`src/rtl/bht_clear_sequencer.sv`:
```
// bht_clear_sequencer: owns the BHT write port, walking all entries to INIT_STATE after reset or on request
module bht_clear_sequencer #(
  parameter int k = 10,
  parameter logic [1:0] INIT_STATE = 2'b01
) (
  input  logic         clk,
  input  logic         reset,
  input  logic         ClearReq,
  input  logic         UpdateEn,
  input  logic [k-1:0] UpdateIdx,
  input  logic [1:0]   UpdateData,
  output logic         WriteEn,
  output logic [k-1:0] WriteIdx,
  output logic [1:0]   WriteData,
  output logic         Busy,
  output logic         ClearDone,
  output logic         DropUpdate
);
  typedef enum logic {IDLE, CLEAR} state_t;
  state_t state, state_n;
  logic [k-1:0] count;
  logic last, clr;
  assign clr  = state == CLEAR;
  assign last = count == {k{1'b1}};
  always_ff @(posedge clk)
    if (reset) begin
      state     <= CLEAR;
      count     <= '0;
      ClearDone <= 1'b0;
    end else begin
      state     <= state_n;
      count     <= clr ? count + 1'b1 : '0;
      ClearDone <= clr && last;
    end
  // a request during CLEAR is ignored: dropped updates keep cleared entries valid
  always_comb begin
    state_n    = state;
    state_n    = clr ? (last ? IDLE : CLEAR) : (ClearReq ? CLEAR : IDLE);
    WriteEn    = clr | UpdateEn;
    WriteIdx   = clr ? count : UpdateIdx;
    WriteData  = clr ? INIT_STATE : UpdateData;
    Busy       = clr;
    DropUpdate = clr & UpdateEn;
  end
endmodule

```
`config.mk`:
```
export PLATFORM = sky130hd
export DESIGN_NAME = bht_clear_sequencer
export DESIGN_NICKNAME = d
export VERILOG_FILES = /design/src/rtl/bht_clear_sequencer.sv
export SDC_FILE = /design/constraint.sdc
export NUM_CORES = 1
export LEC_CHECK = 0
export CAP_MARGIN = 10
export CORE_AREA = 2 2 39 41
export DETAILED_ROUTE_END_ITERATION = 8
export DIE_AREA = 0 0 41 43
export DONT_BUFFER_PORTS = 1
export PLACE_DENSITY_LB_ADDON = 0.05
export SLEW_MARGIN = 20
export SYNTH_ARGS = -nofsm -noshare
export SYNTH_HDL_FRONTEND = slang
export SYNTH_SLANG_ARGS = --single-unit
```
`constraint.sdc`:
```
create_clock -name clk -period 1.7 [get_ports clk]
set_clock_uncertainty 0.15 [all_clocks]
set_input_delay 0.17 -clock clk [delete_from_list [all_inputs] [get_ports clk]]
set_output_delay 0.17 -clock clk [all_outputs]
set_load 0.1 [all_outputs]
```
==> run summary <==
- Leak: 0.000322 µW
- most frequently used flop master after synthesis: sky130_fd_sc_hd__dfxtp_1
- pre-CTS setup slack: 0.159 ns
- RSZ-0062 raised after global routing: yes
- GP Congestion: 0.727
- HPWL after detailed placement: 950 µm
- die area: 1760 µm²
- average cell area after synthesis: 8.93 µm²
- Area growth syn-to-layout: 27.8%
- library cell with the largest summed area after synthesis: sky130_fd_sc_hd__dfxtp_1
- status: finished with violations
- Tot GR Track Use: 16.9%
- global route overflow: 0
- clock-pin slew reported for the worst setup and hold paths after clock tree synthesis: 0.08 ns
- slew of the pin with the lowest slew margin: 0.516 ns
- Setup crit start kind: flop
- worst-case register-to-register setup slack: 0.14 ns
- Post CTS Setup Buffer Count: 0
- first element of the critical path: Busy$_SDFF_PP1_
- share of synthesized registers carrying an async set or reset: 0%
- die width: 41 µm
- number of design-rule violations left by the first detailed-router iteration: 11
- critical path capture point type: output pin
- count of fill cells added during filler insertion: 124
- ranking of synthesized cells by instance count: sky130_fd_sc_hd__dfxtp_1 (12), sky130_fd_sc_hd__mux2_2 (10), sky130_fd_sc_hd__a21oi_1 (6), sky130_fd_sc_hd__nor2_1 (5), sky130_fd_sc_hd__o21ai_0 (4)
- cells after synthesis: 71
- most frequently used cell type in the post-synthesis netlist: sky130_fd_sc_hd__dfxtp_1
- worst-case vdd ir drop: 0.553 mV
- Synth top area share: 37.9%
- min setup slack post-route: -0.00459 ns
- number of placement rows: 14
- worst endpoint required time: 1.38 ns
- number of global-route vias before repair: 446
- sequential fraction of the synthesis area: 37.9%
- Rel. slew slack: 65.8%
- category of the most critical setup path: reg2out
- remaining antenna violation count: 0
- count of vias placed by the detailed router: 548
- number of antenna violations at the first check in global routing: 0
- number of nets at the end of the flow: 99
- count of buffering cells on the critical path with inverters included: 0
- cell area power density: 759 nW/µm²
- capturing element of the worst setup path: WriteIdx[9]
- cts repair resizes: 0
- stages on the worst setup path: 1
- delay contributed by the slowest stage of the critical path: 0.59 ns
- routed wire length: 1350 µm
- final hold viol count: 0
- Placeable Area: 1380 µm²
- number of enable-type register cells in the synthesized netlist: 0
- Ant. Diodes: 0
- cell depth of the worst flop-to-flop path: 4
- # clock sinks: 12
- Syn Std Cell Area: 634 µm²
- max-capacitance violation count: 0
- routed via count divided by cell count: 5.65
- Reg2Reg Launch Point: count[0]$_SDFF_PP0_
- final number of setup-violating endpoints: 5
- effective utilization at floorplan: 45.8%
- number of buffers between clock root and the deepest sink: 2
- Max stage delay cell, worst path: sky130_fd_sc_hd__mux2_2
- final core utilization: 58.6%
- number of primary I/O pins: 32
- critical path fanouts, max: 18
- min Tclk post-route: 1.70 ns
- Final Max Slew Viols: 0
- violations in the final reports: setup timing
- clock tree from TritonCTS: done
- Final Cycle Share: 100%
- clock latency on the worst-skew pair: 0.28 ns
- IO Port Bufs: 0
- area occupied by registers: 244 µm²
- total number of yosys warnings: 0
- total power consumption of the routed design: 616 µW
- maximum number of pins on one net before global-route repair: 19
- clock buffers created by TritonCTS: 3
- synthesized netlist net count: 88
- vertical extent of the die: 43 µm
- maximum frequency from static timing analysis: 587 MHz
- top cells by area, synth: sky130_fd_sc_hd__dfxtp_1 (38%), sky130_fd_sc_hd__mux2_2 (18%), sky130_fd_sc_hd__a21oi_1 (4.7%), sky130_fd_sc_hd__or3_2 (3.6%), sky130_fd_sc_hd__o21ai_0 (3.2%)
- worst hold-check path type: in2reg
- share of layout cells above drive strength 1: 38.3%
- CTS H-tree lvls: 1
- Critical Path, Cell by Cell: mux2_2
- buffer cell driving the clock tree root: sky130_fd_sc_hd__clkbuf_4
- critical path arrival: 1.38 ns
- post-DR wirelength/cell: 13.9 µm
- capture instance of the worst register-to-register path: count[8]$_SDFF_PP0_
- area taken by multi-input logic gates: 402 µm²
- count of TritonRoute iterations in the first routing pass: 4
- count of different cell masters after synthesis: 25
- family with the most delay on the worst path: multiplexers
- number of remaining DRC errors: 0
- global-route wire length before repair: 1970 µm
- register bit total from synthesis: 12
==> sequential cells by signal (all words and copies together), names as in the netlist <==
| name | cells |
|---|---|
| Busy | 1 |
| ClearDone | 1 |
| count | 10 |
==> cell type report <==
type	instances	share of cell area, %
Clock buffer	4	4.48
Timing Repair Buffer	10	13.0
Tap cell	16	2.47
Multi-Input combinational cell	54	49.5
Inverter	1	0.463
Sequential cell	12	30.1
==> worst min-delay path by stage <==
stage / start / end / slack (ns) / depth (start not counted)
after floorplan: reset / Busy$_SDFF_PP1_ / 0.17 / 2
after global placement: reset / Busy$_SDFF_PP1_ / 0.19 / 2
after detailed placement: reset / Busy$_SDFF_PP1_ / 0.19 / 2
after CTS: reset / Busy$_SDFF_PP1_ / 0.05 / 3
after global routing: reset / Busy$_SDFF_PP1_ / 0.09 / 3
final: reset / Busy$_SDFF_PP1_ / 0.05 / 3
==> kinds of logic (layout without fill, tap and decap cells) <==
| kind of cell | count (synthesis) | after routing | share of synthesized area, % |
|---|---|---|---|
| flops | 12 | 12 | 37.9 |
| mux | 10 | 10 | 17.8 |
| compound gates | 11 | 11 | 9.07 |
| simple gates | 29 | 29 | 25.8 |
| xor+xnor | 3 | 3 | 4.14 |
| buf+inv | 5 | 15 | 3.35 |
| fa+ha+maj | 1 | 1 | 1.97 |
==> layer usage <==
| metal | vias to the layer above | track usage (%) | part of all wire (%) |
|---|---|---|---|
| li1 | 271 | - | - |
| met1 | 251 | 21.3 | 43 |
| met2 | 21 | 24.4 | 47 |
| met3 | 5 | 4.71 | 7.0 |
| met4 | 0 | 10.0 | 2.7 |
| met5 | - | 0 | 0 |
==> placed cells by master (no fill, tap or decap) <==
cell,n
sky130_fd_sc_hd__mux2_4,5
sky130_fd_sc_hd__dfxtp_4,1
sky130_fd_sc_hd__xnor2_1,1
sky130_fd_sc_hd__or3_1,1
sky130_fd_sc_hd__nand3_2,1
sky130_fd_sc_hd__o21ai_0,4
sky130_fd_sc_hd__dfxtp_1,11
sky130_fd_sc_hd__xor2_1,2
sky130_fd_sc_hd__a21oi_1,6
sky130_fd_sc_hd__nand2b_1,1
sky130_fd_sc_hd__or3_2,3
sky130_fd_sc_hd__inv_1,1
sky130_fd_sc_hd__nand2_1,3
sky130_fd_sc_hd__dlygate4sd3_1,2
sky130_fd_sc_hd__nor3_1,2
sky130_fd_sc_hd__mux2_2,5
sky130_fd_sc_hd__ha_1,1
sky130_fd_sc_hd__clkbuf_8,1
sky130_fd_sc_hd__clkbuf_4,3
sky130_fd_sc_hd__or2_2,2
sky130_fd_sc_hd__and2_1,2
sky130_fd_sc_hd__nor2b_1,1
sky130_fd_sc_hd__or4_1,1
sky130_fd_sc_hd__buf_4,6
sky130_fd_sc_hd__buf_12,2
sky130_fd_sc_hd__nor2_1,5
sky130_fd_sc_hd__and2_4,1
sky130_fd_sc_hd__o31ai_1,1
sky130_fd_sc_hd__nor2b_4,1
sky130_fd_sc_hd__nand3_1,3
sky130_fd_sc_hd__nand4_1,2
==> where the power goes <==
part	internal (µW)	total (µW)	switching [µW]	leakage, µW
combinational	19.2	87.7	68.5	0.000204
clock	130	236	106	0.0000210
sequential	285	291	6.06	0.0000972
total	435	616	181	0.000322
==> through the flow <==
stage	setup TNS, ns	instance area [µm²]	hold WS [ns]	std cells
5_1_grt	-0.278	811	0.0855	97
3_5_place_dp	0	754	0.187	91
6_report	-0.0210	811	0.0525	97
3_3_place_gp	0	754	0.186	91
4_1_cts	-0.0487	811	0.0543	97
2_1_floorplan	0	673	0.166	71
==> what timing repair did <==
item,in CTS,in global routing
hold buffers,2,0
pin swaps,0,0
endpoints found under the setup margin,5,5
hold endpoints to repair,2,0
Note: power is estimated with default switching activity, not from simulation.
